## src/rtl/stage_act_pkg.sv

```systemverilog
// Shared types for the ReLU activation stage: float_24_8 word, zero constant,
// sign test and the forward/backward state encoding.
package stage_act_pkg;

    // Packed {mantissa[23:0] two's complement, exponent[7:0]}
    typedef logic [31:0] float_24_8;

    localparam float_24_8 FLT_ZERO = 32'h0;

    typedef enum logic {
        StFwd,
        StBwd
    } act_state_e;

    function automatic logic flt_is_neg(input float_24_8 v);
        return v[31];
    endfunction

endpackage

```

## src/rtl/stage_act_mask.sv

```systemverilog
// Per-element ReLU derivative mask: MAX_LEN x 1 register file,
// one synchronous write port and one combinational read port.
module stage_act_mask #(
    parameter int unsigned MAX_LEN = 64,
    parameter int unsigned AW      = 6
) (
    input  logic          clk,
    input  logic          wr_en,
    input  logic [AW-1:0] wr_addr,
    input  logic          wr_bit,
    input  logic [AW-1:0] rd_addr,
    output logic          rd_bit
);

    logic [MAX_LEN-1:0] mem;

    // No reset: contents are only read back after the forward pass wrote them
    always_ff @(posedge clk) begin
        if (wr_en) begin
            mem[wr_addr] <= wr_bit;
        end
    end

    assign rd_bit = mem[rd_addr];

endmodule

```

## src/rtl/stage_act.sv

```systemverilog
// ReLU activation stage: forward path applies ReLU and records the sign mask,
// backward path gates the downstream error with that mask.
module stage_act
    import stage_act_pkg::*;
#(
    parameter int unsigned MAX_LEN = 64,
    parameter int unsigned LEN_W   = 7
) (
    input  logic             clk,
    input  logic             reset,
    input  logic [LEN_W-1:0] act_length,
    input  logic             act_bypass,
    input  logic [31:0]      act_in,
    input  logic             act_in_fst,
    input  logic             act_in_vld,
    output logic             act_in_rdy,
    output logic [31:0]      act_out,
    output logic             act_out_fst,
    output logic             act_out_vld,
    input  logic             act_out_rdy,
    input  logic [31:0]      err_in,
    input  logic             err_in_fst,
    input  logic             err_in_vld,
    output logic             err_in_rdy,
    output logic [31:0]      err_out,
    output logic             err_out_fst,
    output logic             err_out_vld,
    input  logic             err_out_rdy
);

    localparam int unsigned AW = (MAX_LEN > 1) ? $clog2(MAX_LEN) : 1;

    act_state_e       state_q, state_d;
    logic [LEN_W-1:0] len_q, len_d;
    logic [LEN_W-1:0] wr_ptr_q, wr_ptr_d;
    logic [LEN_W-1:0] rd_ptr_q, rd_ptr_d;
    logic [LEN_W-1:0] len_clip, len_used, wr_idx, rd_idx;
    logic             act_load, err_load;
    logic             fwd_acc, bwd_acc;
    logic             mask_wr_bit, mask_rd_bit;
    float_24_8        act_relu;

    always_comb begin
        len_clip = act_length;
        if (act_length == '0) begin
            len_clip = LEN_W'(1);
        end else if (act_length > LEN_W'(MAX_LEN)) begin
            len_clip = LEN_W'(MAX_LEN);
        end
    end

    // Each output register can take a new word when empty or being drained
    assign act_load = !act_out_vld || act_out_rdy;
    assign err_load = !err_out_vld || err_out_rdy;

    assign act_in_rdy = !reset && (state_q == StFwd) && act_load;
    assign err_in_rdy = !reset && (state_q == StBwd) && err_load;

    assign fwd_acc = act_in_vld && act_in_rdy;
    assign bwd_acc = err_in_vld && err_in_rdy;

    // fst re-synchronises either stream to element 0
    assign wr_idx   = act_in_fst ? '0 : wr_ptr_q;
    assign rd_idx   = err_in_fst ? '0 : rd_ptr_q;
    assign len_used = act_in_fst ? len_clip : len_q;

    assign mask_wr_bit = act_bypass || !flt_is_neg(act_in);
    assign act_relu    = mask_wr_bit ? act_in : FLT_ZERO;

    always_comb begin
        state_d  = state_q;
        len_d    = len_q;
        wr_ptr_d = wr_ptr_q;
        rd_ptr_d = rd_ptr_q;
        unique case (state_q)
            StFwd: begin
                if (fwd_acc) begin
                    if (act_in_fst) begin
                        len_d = len_clip;
                    end
                    if (wr_idx == len_used - LEN_W'(1)) begin
                        state_d  = StBwd;
                        wr_ptr_d = '0;
                    end else begin
                        wr_ptr_d = wr_idx + LEN_W'(1);
                    end
                end
            end
            StBwd: begin
                if (bwd_acc) begin
                    if (rd_idx == len_q - LEN_W'(1)) begin
                        state_d  = StFwd;
                        rd_ptr_d = '0;
                    end else begin
                        rd_ptr_d = rd_idx + LEN_W'(1);
                    end
                end
            end
            default: state_d = StFwd;
        endcase
    end

    always_ff @(posedge clk or posedge reset) begin
        if (reset) begin
            state_q  <= StFwd;
            len_q    <= LEN_W'(1);
            wr_ptr_q <= '0;
            rd_ptr_q <= '0;
        end else begin
            state_q  <= state_d;
            len_q    <= len_d;
            wr_ptr_q <= wr_ptr_d;
            rd_ptr_q <= rd_ptr_d;
        end
    end

    stage_act_mask #(
        .MAX_LEN (MAX_LEN),
        .AW      (AW)
    ) u_mask (
        .clk     (clk),
        .wr_en   (fwd_acc),
        .wr_addr (wr_idx[AW-1:0]),
        .wr_bit  (mask_wr_bit),
        .rd_addr (rd_idx[AW-1:0]),
        .rd_bit  (mask_rd_bit)
    );

    always_ff @(posedge clk or posedge reset) begin
        if (reset) begin
            act_out_vld <= 1'b0;
            act_out_fst <= 1'b0;
            act_out     <= FLT_ZERO;
        end else if (act_load) begin
            act_out_vld <= fwd_acc;
            if (fwd_acc) begin
                act_out_fst <= act_in_fst;
                act_out     <= act_relu;
            end
        end
    end

    // Backward fst is regenerated from the element index, not carried from err_in_fst
    always_ff @(posedge clk or posedge reset) begin
        if (reset) begin
            err_out_vld <= 1'b0;
            err_out_fst <= 1'b0;
            err_out     <= FLT_ZERO;
        end else if (err_load) begin
            err_out_vld <= bwd_acc;
            if (bwd_acc) begin
                err_out_fst <= (rd_idx == '0);
                err_out     <= mask_rd_bit ? err_in : FLT_ZERO;
            end
        end
    end

endmodule

```

## config.mk

```make
export PLATFORM = sky130hd
export DESIGN_NAME = stage_act
export DESIGN_NICKNAME = d
export VERILOG_FILES = /design/src/rtl/stage_act_pkg.sv /design/src/rtl/stage_act_mask.sv /design/src/rtl/stage_act.sv
export SDC_FILE = /design/constraint.sdc
export NUM_CORES = 1
export LEC_CHECK = 0
export CAP_MARGIN = 10
export CORE_MARGIN = 2
export CORE_UTILIZATION = 50
export CTS_CLUSTER_SIZE = 14
export DETAILED_ROUTE_END_ITERATION = 10
export DONT_BUFFER_PORTS = 1
export MAX_ROUTING_LAYER = met4
export PLACE_DENSITY = 0.75
export REMOVE_ABC_BUFFERS = 1
export SKIP_CTS_REPAIR_TIMING = 1
export SLEW_MARGIN = 30
export SYNTH_ARGS = -nofsm -noshare
export SYNTH_HDL_FRONTEND = slang
export SYNTH_SLANG_ARGS = --single-unit
```

## constraint.sdc

```tcl
create_clock -name clk -period 2.5 [get_ports clk]
set_input_delay 0.25 -clock clk [delete_from_list [all_inputs] [get_ports clk]]
set_output_delay 0.25 -clock clk [all_outputs]
set_load 0.03 [all_outputs]
```

-- Yosys cells after proc, flatten, opt, wreduce, memory -nomap -nowiden
Index checks and enable logic that the tools add are counted.
W data, S select, Z words.
- register bits: 154
- bits in latches: 0
- bits in writable memories: 0
- bits in read-only memories: 0
- memories kept: 0
- add/subtract/negate cells: 4
- multipliers: 0
- divide/modulo/power cells: 0
- magnitude comparators: 4
- equality and inequality tests: 2
- shift-type cells: 0
- muxes and demuxes: 19
- bitwise logic cells: 1
- reductions and logical operators: 20
- operators with widths (operator ; count):
    $bwmux W64 ; 1
    $mux W32 ; 2
    $mux W7 ; 7
    $add A7 B1 Y7 const B ; 2
    $eq A7 B7 Y1 ; 2
    $logic_not A7 Y1 ; 2
    $lt A6 B7 Y1 const B ; 2
    $sub A7 B1 Y7 const B ; 2
    $reduce_and A2 Y1 ; 4
    $gt A7 B7 Y1 const B ; 1
    $logic_and A1 B1 Y1 ; 7
    $bmux W1 S6 ; 1
    $demux W1 S6 ; 1
    $ge A6 B1 Y1 const B ; 1
    $mux W1 ; 6
    $logic_not A1 Y1 ; 4
    $logic_or A1 B1 Y1 ; 3
    $pmux W1 S2 ; 1
    $not A1 Y1 ; 1

-- Depth between registers and ports, before layout
Gate-level depths: netlist (run 1).
- depth after elaboration: 9
- gate-level depth with buffers: 13
- mapped depth without buffers: 12

-- By module
From an unflattened synthesis (run 1), not the netlist that was laid out.
- cell total of the unflattened synthesis: 712
- area, all modules: 7440.9 sq um
- by module, submodules not included (module ; times used ; cells an instance ; area each (sq um)):
    stage_act ; 1 ; 506 ; 4469.3
    stage_act_mask ; 1 ; 206 ; 2971.6

-- Worst setup path before layout (run 1)
Ideal clock, no wire load.
- path type: register -> register
- start point: register act_out_vld
- end point: register wr_ptr_q[5]
- library setup time: 0.064 ns
- data arrival time: 2.657 ns
- data required time: 2.436 ns
- slack: -0.221 ns
- stages on the path, launching flop included: 9
- clock period less this slack: 2.721 ns
- cell sequence: dfrtp_1 nor2b_1 nor3_1 nand2_1 or2_2 clkbuf_1 or3_1 a21oi_1 a21o_1
- cells in the longest elaborated chain, start to end: 5
- RTL lines (what ; RTL line ; source):
    from (decl) ; stage_act.sv:19 ; output logic act_out_vld,
    from (signal assigned) ; stage_act.sv:135 ; act_out_vld <= fwd_acc;
    $logic_not A1 Y1 ; stage_act.sv:53 ; assign act_load = !act_out_vld || act_out_rdy;
    $logic_or A1 B1 Y1 ; stage_act.sv:53 ;
    $logic_and A1 B1 Y1 ; stage_act.sv:56 ; assign act_in_rdy = !reset && (state_q == StFwd) && act_load;
    named net act_in_rdy ; stage_act.sv:16 ; output logic act_in_rdy,
    $logic_and A1 B1 Y1 ; stage_act.sv:59 ; assign fwd_acc = act_in_vld && act_in_rdy;
    $reduce_and A2 Y1 (no line) ; -- ;
    to (signal assigned) ; stage_act.sv:112 ; wr_ptr_q <= wr_ptr_d;
    to (decl) ; stage_act.sv:35 ; logic [LEN_W-1:0] wr_ptr_q, wr_ptr_d;
The timed path passes the listed nets, and every way through them passes these cells.
A chain may end at the register's enable or synchronous reset.

-- Worst setup path in the final report (run 1)
- start point: register rd_ptr_q[1]
- end point: register err_out[11]
- cells in the longest elaborated chain, start to end: 4
- RTL lines (what ; RTL line ; source):
    from (decl) ; stage_act.sv:36 ; logic [LEN_W-1:0] rd_ptr_q, rd_ptr_d;
    from (signal assigned) ; stage_act.sv:113 ; rd_ptr_q <= rd_ptr_d;
    $mux W7 ; stage_act.sv:64 ; assign rd_idx = err_in_fst ? '0 : rd_ptr_q;
    $bmux W1 S6 ; stage_act_mask.sv:24 ; assign rd_bit = mem[rd_addr];
    $mux W1 (implied by the code) ; stage_act_mask.sv:24 ;
    $mux W32 ; stage_act.sv:153 ; err_out <= mask_rd_bit ? err_in : FLT_ZERO;
    to (signal assigned) ; stage_act.sv:153 ;
    to (decl) ; stage_act.sv:25 ; output logic [31:0] err_out,
No other way between the ends. The select of a mux whose other input is x is not followed.

==> flow_summary_export.csv, run 1 <==
group,metric,value,unit
clock_tree,clock_path_buffers,2,
synthesis,synth.area.top_cells,"dfrtp_1, edfxtp_1, nand2_1, nor2_1, a22o_1",
worst_setup_path,cp-startpoint,"rd_ptr_q[1]",
worst_setup_path,reg2reg_depth,9,
global_routing,grt_pass1_vias,5354,
pwr,p_int,5.19,mW
worst_setup_path,worstSetupPathType,"flop to flop",
sta,hold_violations,0,
synthesis,synth_flop_cell,"dfrtp_1",
floorplanning,die_area,15800,µm²
clock_tree,clkTransAtPathRegs,0.06,ns
pwr,combPwrFrac,0.200,
synthesis,syn_area,7390,µm²
route,wl_per_cell,19.5,µm
synthesis,yosys.cell_count.top_type,"nand2_1",
route,routed_wl,19100,µm
sta,post-route-period-util,0.992,
place,dp_worst_setup_slack,-0.0223,ns
route,dr.first_iter.drc_count,720,
global_routing,grt_max_degree,49,
synthesis,yosysTopAreaCell,"dfrtp_1",
clock_tree,root_buffer,"clkbuf_16",
route,route.detailed.drc,0,
synthesis,syn_avg_cell_area,10.4,µm²
clock_tree,cts_tree,"built",
floorplanning,ioPinCount,150,
sta,tightest_slew,0.720,ns
sta,setup_viol_count_final,0,
synthesis,seq_area_frac_synth,0.565,
sta,setup_ws,0.0198,ns
place,portBuffers,0,
pwr,powerDensity,900,nW/µm²
clock_tree,cts_buffers,17,
floorplanning,core,14500,µm²
clock_tree,clock_sinks,154,
synthesis,synth_top_area_frac,0.301,
worst_hold_path,min_delay_path_depth,2,
clock_tree,worstSkewPairLatency,0.42,ns
worst_hold_path,hp-start,"act_length[6]",
worst_hold_path,hold_path.class,"primary input to flop",
route,via_per_inst,6.00,
place,place.gp.congestion,0.997,
synthesis,synth_common_cells,"nand2_1, dfrtp_1, nor2_1",
global_routing,grt.overflow.total,0,
pwr,finalPower,8.05,mW
sta,fin_skew,0.00922,ns
outcome,status,"complete, no violations",
finish,n_antenna_cell,0,
worst_setup_path,r2r_start,"rd_ptr_q[1]",
pwr,clkPwrFrac,0.301,
clock_tree,htree_levels,4,
route,drt_pre_antenna_iters,5,
floorplanning,fp-row-count,44,
sta,slew_viol_final,0,
route,vias,5875,
route,ant_nets,0,
finish,layout.nets,867,
global_routing,grt_use_total,0.225,
place,hpwl,11900,µm
pwr,switchingPower,2.86,mW
global_routing,grt_pass1_wl,27400,µm
floorplanning,die_height,126,µm
synthesis,synth_edf_count,64,
finish,syn2layout_area_growth,21.0,%
pwr,leakagePower,3.62,nW
worst_setup_path,worstPathMaxFanout,32,
synthesis,synth_cells,708,
finish,drive_above_1_share,0.125,
pwr,switching_share,0.355,
worst_setup_path,crit_arrival,2.78,ns
sta,max-slew-margin-rel,0.519,
sta,fmaxAchievable,403,MHz
global_routing,antenna_found_initial,0,
synthesis,postSynthRegisterBits,154,
synthesis,yosys_warnings,0,
worst_setup_path,startpoint_type,"flop",
worst_setup_path,cp-end-kind,"flop",
finish,n_fill_cell,1079,
synthesis,netlist-cell-type-count,68,
pwr,vdd_ir_drop_max,0.000602,V
job,maxCapViolations,0,
floorplanning,fp.dieW,126,µm
floorplanning,start_util,0.511,
pwr,seqPwrFrac,0.498,
synthesis,synthArstFlopShare,0.584,
worst_setup_path,required,2.80,ns
sta,min_period,2.48,ns
[state kept, by name, summed over array words and instances (netlist names)]
signal and cells:
act_out_vld 1, wr_ptr_q 7, u_mask.mem 64, act_out_fst 1
state_q 1, len_q 7, err_out 32, act_out 32
err_out_vld 1, rd_ptr_q 7, err_out_fst 1
[worst max-delay path, stage by stage (launching register included)]
cell and delay [ns]:
dfrtp_1 0.39, nand2b_1 0.28, inv_1 0.10, a2111oi_1 0.46, o31ai_1 0.14, and4b_1 0.25
o21ai_1 0.25, nor4_4 0.09, buf_12 0.17, a22o_1 0.22
[layer usage]
layer  global-route usage  share of wire  vias up
met1                0.285           0.39     2867
li1                     -              -     2655
met4               0.0686          0.017        0
met3               0.0633          0.084       39
met2                0.356           0.51      314
met5                    -              0        -
[power groups by stage]
stage	combinational, mW	sequential, mW	clock, mW
final	1.61	4.01	2.43
after detailed placement	1.44	4.03	0
after floorplan	0.986	3.97	0
after global routing	1.75	4.06	2.57
after global placement	1.37	4.02	0
after CTS	1.45	3.99	2.45
[per-stage QoR]
stage                     utilization  cells  cell area (µm²)  hold WS [ns]  setup TNS [ns]
after floorplan                     -    656             7120         0.316         -114.97
after global placement          0.529    877             7660         0.246               0
after detailed placement        0.529    877             7660         0.270         -0.0361
after CTS                       0.567    909             8220        -0.188         -0.0537
after global routing            0.618    979             8950        0.0162          -0.109
final                           0.618    979             8950        0.0129               0
[placed cells by master (no fill, tap or decap), types with 18 or more instances in the layout]
| cell type | count |
|---|---|
| a22o_1 | 36 |
| nand3_1 | 43 |
| nor3_1 | 19 |
| nand2_1 | 109 |
| o21ai_0 | 18 |
| dlygate4sd3_1 | 68 |
| edfxtp_1 | 64 |
| buf_4 | 37 |
| dfrtp_1 | 89 |
| nor2b_1 | 20 |
| nor2_1 | 89 |
[path summary, 6_finish.rpt]
kind,endpoint,slack (ns)
worst max register to register,err_out[11],0.02
worst max-delay path,err_out[11],0.02
max in group asynchronous,len_q[0],1.38
worst min-delay path,len_q[5],0.01
min in group asynchronous,err_out_vld,0.39
worst min register to register,len_q[0],0.55
[area by class of cell]
class                      count  area (µm²)  area share
clock buffer                  22         464      0.0519
tap                          184         230      0.0257
inverter                      11        42.5     0.00475
clock inverter                10        93.8      0.0105
timing repair buffer         107         998       0.112
sequential                   154        4180       0.467
multi-input combinational    491        2940       0.329
[cell families (layout without fill, tap and decap cells)]
logic type | count (synthesis) | in the layout | synth area share
buf+inv | 63 | 150 | 0.0425
xor+xnor | 19 | 19 | 0.0225
simple gates | 333 | 333 | 0.213
flops | 154 | 154 | 0.565
fa+ha+maj | 5 | 5 | 0.00846
compound gates | 112 | 112 | 0.113
mux | 22 | 22 | 0.0362
No activity file was read; power rests on OpenSTA's default activity.
==> run 2: changes to the inputs <==
PLACE_DENSITY = not set   (was 0.75)
PLACE_DENSITY_LB_ADDON = 0.3   (was not set)
==> run 2 against run 1 <==
  * Critical path type unchanged
  * Critical endpoint is now rd_ptr_q[4]
  * Clock-buffer cell count decreased by 4
  * Largest power group unchanged
  * Sequential cell count is the same
  * Core utilization is 0.30 points lower
  * Total power decreased by 1.4%
==> flow_summary_export.csv, run 2 (synthesis results as in run 1) <==
group,metric,value,unit
sta,setup_viol_count_final,0,
sta,rsz0062_at_grt,"no",
place,dp.cells,874,
global_routing,antenna_found_initial,0,
clock_tree,cts_tree,"built",
pwr,vdd_ir_drop_max,0.000541,V
finish,layout_commonest_cell,"nand2_1",
floorplanning,fp.dieW,126,µm
sta,min_period,2.36,ns
worst_setup_path,required,2.81,ns
pwr,seqPwrFrac,0.504,
route,route.detailed.drc,0,
finish,largest_reg_flops,64,
route,ant_nets,0,
floorplanning,core,14500,µm²
worst_setup_path,worstSetupPathType,"flop to flop",
route,routed_wl,18400,µm
finish,final_cell_mix,"nand2_1, nor2_1, dfrtp_1, dlygate4sd3_1, edfxtp_1",
pwr,finalPower,7.95,mW
finish,finish.utilization,0.615,
sta,hold_violations,0,
floorplanning,die_area,15800,µm²
floorplanning,die_height,126,µm
place,portBuffers,0,
finish,layout.nets,862,
global_routing,grt_use_total,0.224,
route,vias,5809,
job,maxCapViolations,0,
worst_setup_path,cp-end-kind,"flop",
pwr,p_int,5.06,mW
route,dr.first_iter.drc_count,596,
place,place.gp.congestion,0.988,
pwr,switching_share,0.363,
sta,max-slew-margin-rel,0.507,
clock_tree,clock_sinks,154,
clock_tree,cts_buffers,17,
sta,post-route-period-util,0.946,
finish,drive_above_1_share,0.118,
worst_setup_path,worstPathMaxFanout,7,
finish,stdcell_count,974,
global_routing,grt_pass1_wl,27200,µm
sta,slew_viol_final,0,
pwr,leakagePower,3.60,nW
clock_tree,root_buffer,"clkbuf_16",
pwr,powerDensity,892,nW/µm²
clock_tree,htree_levels,4,
clock_tree,clock_path_buffers,2,
finish,n_fill_cell,1118,
finish,largest_register,"u_mask.mem",
finish,n_antenna_cell,0,
worst_setup_path,crit_arrival,2.67,ns
route,via_per_inst,5.96,
floorplanning,fp-row-count,44,
route,drt_pre_antenna_iters,6,
clock_tree,clkTransAtPathRegs,0.06,ns
sta,tightest_slew,0.738,ns
floorplanning,ioPinCount,150,
sta,fin_skew,0.0113,ns
floorplanning,start_util,0.511,
route,wl_per_cell,18.8,µm
finish,syn2layout_area_growth,20.4,%
global_routing,grt_pass1_vias,5305,
pwr,switchingPower,2.88,mW
sta,fmaxAchievable,423,MHz
pwr,combPwrFrac,0.198,
pwr,clkPwrFrac,0.298,
worst_setup_path,startpoint_type,"flop",
global_routing,grt.overflow.total,0,
clock_tree,worstSkewPairLatency,0.43,ns
global_routing,grt_max_degree,96,
finish,reg_top3,"u_mask.mem (64), act_out (32), err_out (32)",
worst_hold_path,hold_path.class,"primary input to flop",
outcome,status,"complete, no violations",
place,hpwl,11600,µm
-- run 2: power groups by stage --
stage | Combinational, mW | Clock, mW | Sequential (mW)
after floorplan | 0.986 | 0 | 3.97
after global placement | 1.40 | 0 | 4.03
after detailed placement | 1.45 | 0 | 4.03
after CTS | 1.47 | 2.39 | 3.99
after global routing | 1.73 | 2.52 | 4.05
final | 1.58 | 2.36 | 4.00
-- run 2: final cells by class --
| type | instances | area (µm²) | share of cell area |
|---|---|---|---|
| clock buffers | 18 | 429 | 0.0482 |
| clock inverters | 14 | 113 | 0.0126 |
| inverters | 11 | 42.5 | 0.00478 |
| repair buffers | 102 | 998 | 0.112 |
| flip-flops and latches | 154 | 4180 | 0.469 |
| well taps | 184 | 230 | 0.0259 |
| multi-input cells | 491 | 2920 | 0.328 |
-- run 2: critical path, cell delays in order, from the launching register on --
cell and delay [ns]:
dfrtp_1 0.47, nor2b_1 0.52, nand3_1 0.16, a2111oi_2 0.41, o221ai_2 0.21, nor2b_1 0.19, a221o_1 0.28
-- run 2: per-stage QoR --
stage               TNS (ns)  setup WS [ns]  area (µm²)  hold WS, ns
floorplan            -114.97          -1.38        7120        0.316
global placement           0         0.0406        7670        0.252
detailed placement  -0.00933       -0.00933        7670        0.275
CTS                        0          0.124        8210       -0.180
global route               0         0.0208        8900       0.0207
finish                     0          0.135        8900       0.0102
-- run 2: routing by layer --
layer / global-route usage / vias up / wire length [µm]
met5: - / - / 0
met4: 0.0739 / 0 / 344
met3: 0.0509 / 37 / 1400
met2: 0.349 / 289 / 8970
met1: 0.293 / 2841 / 7650
li1: - / 2642 / -
-- run 2: final timing paths --
path	from	endpoint	slack, ns	cells past startpoint
worst max-delay path	rd_ptr_q[4]	rd_ptr_q[4]	0.14	6
worst min-delay path	act_length[6]	len_q[5]	0.01	2
worst max register to register	rd_ptr_q[4]	rd_ptr_q[4]	0.14	6
worst min register to register	state_q	state_q	0.54	2
max in group asynchronous	reset	len_q[0]	1.39	3
min in group asynchronous	reset	err_out[15]	0.39	2
